--- src/rtl/latch_q_monitor_if.sv ---
// Bus bundle for latch_q_monitor: monitored input, control requests, filtered
// level, edge counters, snapshot outputs and FSM debug view.
interface latch_q_monitor_if #(
    parameter int CNT_W = 8
);
    // Snapshot handshake: an edge with rd_req=1 and rd_ack=0 is an accepted read.
    // rd_ack is high for exactly the following cycle, and snap_* is valid from then on.
    // rd_req seen while rd_ack=1 is ignored, so a held request is not re-read back to back.
    logic             q_in;
    logic             clear;
    logic             rd_req;
    logic             q_filt;
    logic             rise_pulse;
    logic             fall_pulse;
    logic [CNT_W-1:0] rise_cnt;
    logic [CNT_W-1:0] fall_cnt;
    logic             rd_ack;
    logic [CNT_W-1:0] snap_rise;
    logic [CNT_W-1:0] snap_fall;
    logic             sat;
    logic [1:0]       dbg_state;
    logic [3:0]       dbg_stab;

    modport master (
        output q_in, clear, rd_req,
        input  q_filt, rise_pulse, fall_pulse, rise_cnt, fall_cnt,
               rd_ack, snap_rise, snap_fall, sat, dbg_state, dbg_stab
    );

    modport slave (
        input  q_in, clear, rd_req,
        output q_filt, rise_pulse, fall_pulse, rise_cnt, fall_cnt,
               rd_ack, snap_rise, snap_fall, sat, dbg_state, dbg_stab
    );
endinterface

--- src/rtl/latch_q_monitor.sv ---
// Synchronizes and debounces an asynchronous latch output, counts accepted
// rising/falling edges with saturation, and supports a clear-on-read snapshot.
module latch_q_monitor #(
    parameter int CNT_W         = 8,
    parameter int STABLE_CYCLES = 3
) (
    input  logic               clk,
    input  logic               reset,
    latch_q_monitor_if.slave   bus
);
    typedef enum logic [1:0] {
        LOW       = 2'd0,
        RISE_PEND = 2'd1,
        HIGH      = 2'd2,
        FALL_PEND = 2'd3
    } state_t;

    localparam logic [3:0]       STAB_LAST = 4'(STABLE_CYCLES - 1);
    localparam bit               DIRECT    = (STABLE_CYCLES == 1);
    localparam logic [CNT_W-1:0] CNT_MAX   = {CNT_W{1'b1}};

    logic             sync1;
    logic             q_sync;
    state_t           state;
    logic [3:0]       stab;
    logic             rise_pulse_r;
    logic             fall_pulse_r;
    logic [CNT_W-1:0] rise_cnt_r;
    logic [CNT_W-1:0] fall_cnt_r;
    logic [CNT_W-1:0] snap_rise_r;
    logic [CNT_W-1:0] snap_fall_r;
    logic             rd_ack_r;
    logic             sat_r;

    logic             rise_ev;
    logic             fall_ev;
    logic             rd_take;
    logic             cnt_zero;
    logic [CNT_W-1:0] rise_base;
    logic [CNT_W-1:0] fall_base;
    logic [CNT_W-1:0] rise_next;
    logic [CNT_W-1:0] fall_next;
    logic             sat_next;

    // Accepted-edge decode: the edge on which the FSM commits to the new level.
    assign rise_ev = q_sync &&
                     (((state == LOW) && DIRECT) ||
                      ((state == RISE_PEND) && (stab == STAB_LAST)));
    assign fall_ev = !q_sync &&
                     (((state == HIGH) && DIRECT) ||
                      ((state == FALL_PEND) && (stab == STAB_LAST)));

    always_ff @(posedge clk) begin
        if (reset) begin
            sync1  <= 1'b0;
            q_sync <= 1'b0;
        end else begin
            sync1  <= bus.q_in;
            q_sync <= sync1;
        end
    end

    always_ff @(posedge clk) begin
        if (reset) begin
            state        <= LOW;
            stab         <= 4'd0;
            rise_pulse_r <= 1'b0;
            fall_pulse_r <= 1'b0;
        end else begin
            rise_pulse_r <= rise_ev;
            fall_pulse_r <= fall_ev;
            case (state)
                LOW: begin
                    if (q_sync) begin
                        if (DIRECT) begin
                            state <= HIGH;
                            stab  <= 4'd0;
                        end else begin
                            state <= RISE_PEND;
                            stab  <= 4'd1;
                        end
                    end
                end
                RISE_PEND: begin
                    if (!q_sync) begin
                        state <= LOW;
                        stab  <= 4'd0;
                    end else if (stab == STAB_LAST) begin
                        state <= HIGH;
                        stab  <= 4'd0;
                    end else begin
                        stab <= stab + 4'd1;
                    end
                end
                HIGH: begin
                    if (!q_sync) begin
                        if (DIRECT) begin
                            state <= LOW;
                            stab  <= 4'd0;
                        end else begin
                            state <= FALL_PEND;
                            stab  <= 4'd1;
                        end
                    end
                end
                default: begin
                    if (q_sync) begin
                        state <= HIGH;
                        stab  <= 4'd0;
                    end else if (stab == STAB_LAST) begin
                        state <= LOW;
                        stab  <= 4'd0;
                    end else begin
                        stab <= stab + 4'd1;
                    end
                end
            endcase
        end
    end

    // A clear (explicit or by read) zeroes the base first, so a coincident
    // edge still lands as a count of 1 and never leaks into the snapshot.
    always_comb begin
        rd_take   = bus.rd_req && !rd_ack_r;
        cnt_zero  = bus.clear || rd_take;
        rise_base = cnt_zero ? '0 : rise_cnt_r;
        fall_base = cnt_zero ? '0 : fall_cnt_r;
        rise_next = rise_base;
        fall_next = fall_base;
        sat_next  = cnt_zero ? 1'b0 : sat_r;
        if (rise_ev) begin
            if (rise_base == CNT_MAX) sat_next  = 1'b1;
            else                      rise_next = rise_base + 1'b1;
        end
        if (fall_ev) begin
            if (fall_base == CNT_MAX) sat_next  = 1'b1;
            else                      fall_next = fall_base + 1'b1;
        end
    end

    always_ff @(posedge clk) begin
        if (reset) begin
            rise_cnt_r  <= '0;
            fall_cnt_r  <= '0;
            snap_rise_r <= '0;
            snap_fall_r <= '0;
            rd_ack_r    <= 1'b0;
            sat_r       <= 1'b0;
        end else begin
            rise_cnt_r <= rise_next;
            fall_cnt_r <= fall_next;
            sat_r      <= sat_next;
            rd_ack_r   <= rd_take;
            if (rd_take) begin
                snap_rise_r <= rise_cnt_r;
                snap_fall_r <= fall_cnt_r;
            end
        end
    end

    assign bus.q_filt     = (state == HIGH) || (state == FALL_PEND);
    assign bus.rise_pulse = rise_pulse_r;
    assign bus.fall_pulse = fall_pulse_r;
    assign bus.rise_cnt   = rise_cnt_r;
    assign bus.fall_cnt   = fall_cnt_r;
    assign bus.rd_ack     = rd_ack_r;
    assign bus.snap_rise  = snap_rise_r;
    assign bus.snap_fall  = snap_fall_r;
    assign bus.sat        = sat_r;
    assign bus.dbg_state  = state;
    assign bus.dbg_stab   = stab;
endmodule

--- src/flat_wrapper.sv ---
// flat-port wrapper written by rule: the top's interface ports become plain ports
module latch_q_monitor_flat 
#(
    parameter int CNT_W         = 8,
    parameter int STABLE_CYCLES = 3
)
  (clk, reset, bus_q_in, bus_clear, bus_rd_req, bus_q_filt, bus_rise_pulse, bus_fall_pulse, bus_rise_cnt, bus_fall_cnt, bus_rd_ack, bus_snap_rise, bus_snap_fall, bus_sat, bus_dbg_state, bus_dbg_stab);
  latch_q_monitor_if #(.CNT_W(CNT_W)) bus_i ();
  input  logic clk;
  input  logic reset;
  input wire logic [$bits(bus_i.q_in)-1:0] bus_q_in;
  input wire logic [$bits(bus_i.clear)-1:0] bus_clear;
  input wire logic [$bits(bus_i.rd_req)-1:0] bus_rd_req;
  output wire logic [$bits(bus_i.q_filt)-1:0] bus_q_filt;
  output wire logic [$bits(bus_i.rise_pulse)-1:0] bus_rise_pulse;
  output wire logic [$bits(bus_i.fall_pulse)-1:0] bus_fall_pulse;
  output wire logic [$bits(bus_i.rise_cnt)-1:0] bus_rise_cnt;
  output wire logic [$bits(bus_i.fall_cnt)-1:0] bus_fall_cnt;
  output wire logic [$bits(bus_i.rd_ack)-1:0] bus_rd_ack;
  output wire logic [$bits(bus_i.snap_rise)-1:0] bus_snap_rise;
  output wire logic [$bits(bus_i.snap_fall)-1:0] bus_snap_fall;
  output wire logic [$bits(bus_i.sat)-1:0] bus_sat;
  output wire logic [$bits(bus_i.dbg_state)-1:0] bus_dbg_state;
  output wire logic [$bits(bus_i.dbg_stab)-1:0] bus_dbg_stab;
  assign bus_i.q_in = bus_q_in;
  assign bus_i.clear = bus_clear;
  assign bus_i.rd_req = bus_rd_req;
  assign bus_q_filt = bus_i.q_filt;
  assign bus_rise_pulse = bus_i.rise_pulse;
  assign bus_fall_pulse = bus_i.fall_pulse;
  assign bus_rise_cnt = bus_i.rise_cnt;
  assign bus_fall_cnt = bus_i.fall_cnt;
  assign bus_rd_ack = bus_i.rd_ack;
  assign bus_snap_rise = bus_i.snap_rise;
  assign bus_snap_fall = bus_i.snap_fall;
  assign bus_sat = bus_i.sat;
  assign bus_dbg_state = bus_i.dbg_state;
  assign bus_dbg_stab = bus_i.dbg_stab;
  latch_q_monitor #(.CNT_W(CNT_W), .STABLE_CYCLES(STABLE_CYCLES)) u_core (.clk(clk), .reset(reset), .bus(bus_i));
endmodule
--- config.mk ---
export PLATFORM = sky130hd
export DESIGN_NAME = latch_q_monitor_flat
export DESIGN_NICKNAME = d
export VERILOG_FILES = /design/src/rtl/latch_q_monitor_if.sv /design/src/rtl/latch_q_monitor.sv /design/src/flat_wrapper.sv
export SDC_FILE = /design/constraint.sdc
export NUM_CORES = 1
export LEC_CHECK = 0
export CELL_PAD_IN_SITES_DETAIL_PLACEMENT = 0
export CELL_PAD_IN_SITES_GLOBAL_PLACEMENT = 1
export CORE_AREA = 4 4 79 81
export CTS_CLUSTER_DIAMETER = 80
export DETAILED_ROUTE_END_ITERATION = 7
export DIE_AREA = 0 0 83 85
export GPL_TIMING_DRIVEN = 0
export PLACE_DENSITY_LB_ADDON = 0.1
export SYNTH_ARGS = -nofsm -noshare
export SYNTH_HDL_FRONTEND = slang
export SYNTH_SLANG_ARGS = --single-unit
--- constraint.sdc ---
create_clock -name clk -period 2.6 [get_ports clk]
set_input_delay 0.26 -clock clk [delete_from_list [all_inputs] [get_ports clk]]
set_output_delay 0.26 -clock clk [all_outputs]
set_load 0.1 [all_outputs]
=== Yosys cells after proc, flatten, opt, wreduce, memory -nomap -nowiden ===
Index checks and enable logic that the tools add are counted.
Widths: inputs -> output; s select.

* Input port bits: 5
* Output and inout bits: 43
* Register bits after elaboration: 44

* Equal/unequal tests: 9
* Reductions and logical operators: 13
* Add/subtract/negate cells: 3
* Multiplexer cells: 24

{| class="wikitable"
|+ Operators by type and width
! cell !! number
|-
| $mux 8 || 6
|-
| $mux 4 || 5
|-
| $add 8x1->8 const B || 2
|-
| $eq 8x8->1 const B || 2
|-
| $mux 2 || 6
|-
| $pmux 4 s3 || 1
|-
| $pmux 2 s3 || 1
|-
| $logic_and 1x1->1 || 5
|-
| $mux 1 || 5
|-
| $add 4x1->4 const B || 1
|-
| $eq 2x2->1 const B || 2
|-
| $eq 4x2->1 const B || 1
|-
| $reduce_and 4->1 || 1
|-
| $reduce_bool 4->1 || 1
|-
| $ne 3x3->1 const B || 1
|-
| $eq 2x1->1 const B || 1
|-
| $logic_not 1->1 || 2
|-
| $logic_not 2->1 || 1
|-
| $logic_or 1x1->1 || 2
|-
| $ne 2x1->1 const B || 1
|-
| $ne 2x2->1 const B || 1
|-
| $reduce_and 2->1 || 1
|}

=== Depth between registers and ports, before layout ===
* Word-level depth: 9
* Gate-level depth with buffers: 11

=== Worst setup path before layout ===
No wires, ideal clock.

* Kind: flip-flop to flip-flop
* Start point: register u_core.rd_ack_r (netlist: u_core.bus.rd_ack)
* End point: register u_core.sat_r (netlist: u_core.bus.sat)
* Path buffers: 2
* Library setup time: 0.070 ns
* Cell stages (with the launch flop): 12
* Period minus slack after synthesis: 2.909 ns
* Arrival time: 2.840 ns
* Setup slack: -0.309 ns
* Cells stage by stage: dfxtp_1 nor2b_1 clkbuf_1 nor2_1 buf_2 and2_1 ha_1 nand2_1 nor2_1 nand2_1 or4_4 o21ai_1

* Longest elaborated chain between the ends: 9
* Elaborated cells between the ends (all ways): 12

{| class="wikitable"
|+ Ends and longest elaborated chain
! item !! line !! RTL
|-
| start: declaration || latch_q_monitor.sv:32 || <nowiki>logic rd_ack_r;</nowiki>
|-
| start signal: assignment || latch_q_monitor.sv:153 || <nowiki>rd_ack_r <= rd_take;</nowiki>
|-
| $logic_not 1->1 (*) || latch_q_monitor.sv:124 || <nowiki>rd_take = bus.rd_req && !rd_ack_r;</nowiki>
|-
| $logic_and 1x1->1 (*) || latch_q_monitor.sv:124 ||
|-
| $logic_or 1x1->1 (*) || latch_q_monitor.sv:125 || <nowiki>cnt_zero = bus.clear || rd_take;</nowiki>
|-
| $mux 8 || latch_q_monitor.sv:126 || <nowiki>rise_base = cnt_zero ? '0 : rise_cnt_r;</nowiki>
|-
| $eq 8x8->1 || latch_q_monitor.sv:132 || <nowiki>if (rise_base == CNT_MAX) sat_next = 1'b1;</nowiki>
|-
| $mux 1 || latch_q_monitor.sv:132 ||
|-
| $mux 1 || latch_q_monitor.sv:131 || <nowiki>if (rise_ev) begin</nowiki>
|-
| $mux 1 || latch_q_monitor.sv:136 || <nowiki>if (fall_base == CNT_MAX) sat_next = 1'b1;</nowiki>
|-
| $mux 1 (*) || latch_q_monitor.sv:135 || <nowiki>if (fall_ev) begin</nowiki>
|-
| end signal: assignment || latch_q_monitor.sv:152 || <nowiki>sat_r <= sat_next;</nowiki>
|-
| end: declaration || latch_q_monitor.sv:33 || <nowiki>logic sat_r;</nowiki>
|}

Every way passes the cells marked *; elsewhere a longest branch is shown, timed or not.
A chain may end at the register's enable or synchronous reset.

==> qor.yml <==
sta:
  relSlewSlack_pct: 34.8
  period_share_pct: 89.6
  tns_ps: 0
  maxSlewViolCount: 0
  finalHoldViolCount: 0
  rsz0062_at_grt: "no"
  setup_ws_ps: 271
  skew_ps: 1.99
  fmax_mhz: 429
  finalSetupViolCount: 0
  max_slew.worst_pin.slew_ps: 975
  finalCriticalPeriod_ps: 2330
global_route:
  grt_use_total_pct: 13.8
  use_met3_pct: 4.08
  use_met1_pct: 18.8
  overflow: 0
  grt_start_max_net_pins: 14
  antenna_found_initial: 0
  met2_usage_pct: 21.7
  grt_pass1_wl_mm: 8.12
  grt_pass1_vias: 1661
  gr-max-usage-layer: "met2"
setup_path:
  reg2reg_slack_ps: 440
  path_class: "register to primary output"
  reg2regPathDepth: 10
  r2r-start: "u_core.bus.rd_ack$_SDFF_PP0_"
  required_ps: 2340
  start_kind: "register"
  slowest_stage: "clkdlybuf4s50_1"
  worstPathArrival_ps: 2070
  crit_fanout: 7
  crit_chain: "buf_2 > clkdlybuf4s50_1"
  endpoint_kind: "primary output"
  critPathMaxStageDelay_ps: 1120
  r2r_end: "u_core.bus.rise_cnt[1]$_SDFF_PP0_"
cells_and_area:
  syn2layout_area_growth_pct: 35.3
  layout-drive-gt1-share_pct: 8.45
  fin_area_um2: 2630
  n_antenna_cell: 0
  final_nets: 292
  fin_cells: 356
placement:
  pre_cts_slack_ps: -426
  io_buffers: 47
  place_inst: 349
  detailed_place.area_um2: 2500
  dp_hpwl_mm: 3.40
  gp_congestion: 0.823
power_and_ir_drop:
  power_density_nw_per_um2: 482
  p_sw_share_pct: 22.4
  combPwrFrac_pct: 5.6
  irDropWorstVdd_mv: 0.331
  power_leakage_nw: 0.870
  p_int_w: 0.000981
  power_w: 0.00127
  clkPwrFrac_pct: 40.6
  p_sw_w: 0.000284
  seqPwrFrac_pct: 53.8
min_path:
  whs_path_depth: 1
  min_from: "u_core.sync1$_SDFF_PP0_"
  whs_endpoint: "u_core.q_sync$_SDFF_PP0_"
  hold_path_class: "register to register"
detailed_routing:
  initialDrtViolationCount: 64
  drt-wirelength-per-cell_um: 13.0
  ant_nets: 0
  dr.pass1.iters: 4
  post_drt_via_cell_ratio: 4.83
  drc_errors: 0
  via_count: 1720
  totalWireLength_mm: 4.62
floorplanning:
  fp.dieArea_um2: 7060
  core_um2: 5470
  boundaryPins: 48
  die_y_um: 85
  initial_core_util_pct: 35.5
  fp.dieW_um: 83
  rows: 27
cts:
  cts.sinks: 44
  clock_latency_ps: 290
  postCtsSetupRepairBufs: 0
  clk_pin_slew_worst_paths_ps: 80
  htreeDepth: 2
  cts.path.max_buffers: 2
  cts_tree: "done"
  cts_buffers: 5
  hold_buffers: 0
  cts_root_buf: "clkbuf_8"
  cts.repair.resized: 2
synthesis:
  synth_edf_count: 0
  synthArstFlopShare_pct: 0
  synth_top_area_share_pct: 45.4
  yosysWarnings: 0
  synth_compound_area_share_pct: 13.0
  syn-instance-count: 230
  synth-adder-area-share_pct: 2.58
  synth_cell_types: 42
  synth_top_family_by_area: "simple AND/OR/NAND/NOR gates"
  yosys_register_bits: 44
  synth-simple-area-share_pct: 29.1
  yosysSeqAreaShare_pct: 45.4
  synth_mux_area_share_pct: 1.03
  syn_area_um2: 1940
  synthXorXnorAreaFrac_pct: 5.35
  synth.area.top_cells: "dfxtp_1, nand2_1, a21oi_1, nor2_1, xnor2_1"
  yosys-top-cells-count: "dfxtp_1, nand2_1, nor2_1, a21oi_1"
  syn_nets: 239
  avgSynthCellArea_um2: 8.44
  synthFlopType: "dfxtp_1"
  yosysTopAreaCell: "dfxtp_1"
outcome:
  outcome: "finished, final reports clean"
flow_run:
  maxCapViolCount: 0
state kept, by name, summed over array words and instances, names as in the netlist, named ones only:
name,count
u_core.bus.dbg_state,1
u_core.bus.sat,1
u_core.bus.fall_cnt,8
u_core.bus.rd_ack,1
u_core.bus.dbg_stab,4
u_core.bus.fall_pulse,1
u_core.bus.rise_pulse,1
u_core.sync1,1
u_core.bus.snap_fall,8
u_core.bus.rise_cnt,8
u_core.q_sync,1
u_core.bus.snap_rise,8
cell families after synthesis:
kind of cell / Yosys count
simple gates: 111
buf+inv: 18
xor+xnor: 11
fa+ha+maj: 4
mux: 2
flops: 44
compound gates: 40
per-layer routing:
layer | up-vias | wire, um | share of wire (%)
li1 | 898 | - | -
met1 | 785 | 2330 | 51
met2 | 31 | 2030 | 44
met3 | 6 | 208 | 4.5
met4 | 0 | 43 | 0.93
met5 | - | 0 | 0
area by class of cell:
| class | instances | area (um^2) |
|---|---|---|
| fillers | 574 | 2850 |
| multi-input cells | 168 | 1010 |
| flip-flops and latches | 44 | 882 |
| repair buffers | 47 | 470 |
| well taps | 72 | 90.1 |
| clock buffers | 6 | 72.6 |
| plain buffers | 11 | 47.5 |
| clock inverters | 2 | 35.0 |
| inverters | 6 | 22.5 |
placed cells by master, fill, tap and decap left out, types with 2 or more instances in the layout:
master	Yosys	layout
a211oi_1	6	6
a21oi_1	22	22
and2_1	4	4
and3_1	2	2
buf_1	3	3
buf_2	3	2
clkbuf_1	6	6
clkbuf_8	0	5
clkdlybuf4s50_1	0	47
dfxtp_1	44	43
ha_1	4	4
inv_1	6	6
mux2i_1	2	2
nand2_1	44	44
nand3_1	5	5
nand4_1	6	6
nor2_1	24	22
nor2_2	0	2
nor2b_1	5	4
nor3_1	6	5
nor3_2	1	2
nor3b_1	2	2
o21ai_0	2	2
o21ai_1	3	3
or3_1	2	2
xnor2_1	6	6
xor2_1	4	4
worst max path at each step:
stage,start,to,slack [ps],cells after the start
final,register,bus_q_filt,270,2
after global routing,bus_rd_req,u_core.bus.rise_cnt[1]$_SDFF_PP0_,80,11
after CTS,bus_rd_req,u_core.bus.rise_cnt[3]$_SDFF_PP0_,70,12
after floorplan,u_core.bus.rd_ack$_SDFF_PP0_,u_core.bus.sat$_SDFF_PP0_,6,11
after detailed placement,bus_rd_req,u_core.bus.fall_cnt[1]$_SDFF_PP0_,-430,12
after global placement,bus_rd_req,u_core.bus.fall_cnt[0]$_SDFF_PP0_,-420,12
worst max-delay path, delay by kind of cell, from the launching register on:
family / cells / cell delay [ps]
buf+inv: 2 / 1280
flops: 1 / 490
power by group through the flow:
stage / Combinational (W) / Sequential [W] / Clock, W
after floorplan: 0.0000296 / 0.000712 / 0
after global placement: 0.0000715 / 0.000697 / 0
after detailed placement: 0.0000704 / 0.000697 / 0
after CTS: 0.0000713 / 0.000681 / 0.000534
after global routing: 0.0000781 / 0.000682 / 0.000556
final: 0.0000704 / 0.000681 / 0.000514
through the flow:
step	util [%]	hold WS, ps
after floorplan	-	388
after global routing	48.0	468
after global placement	45.7	416
after CTS	47.8	451
final	48.0	449
after detailed placement	45.7	432
Note: power is estimated with default switching activity, not from simulation.
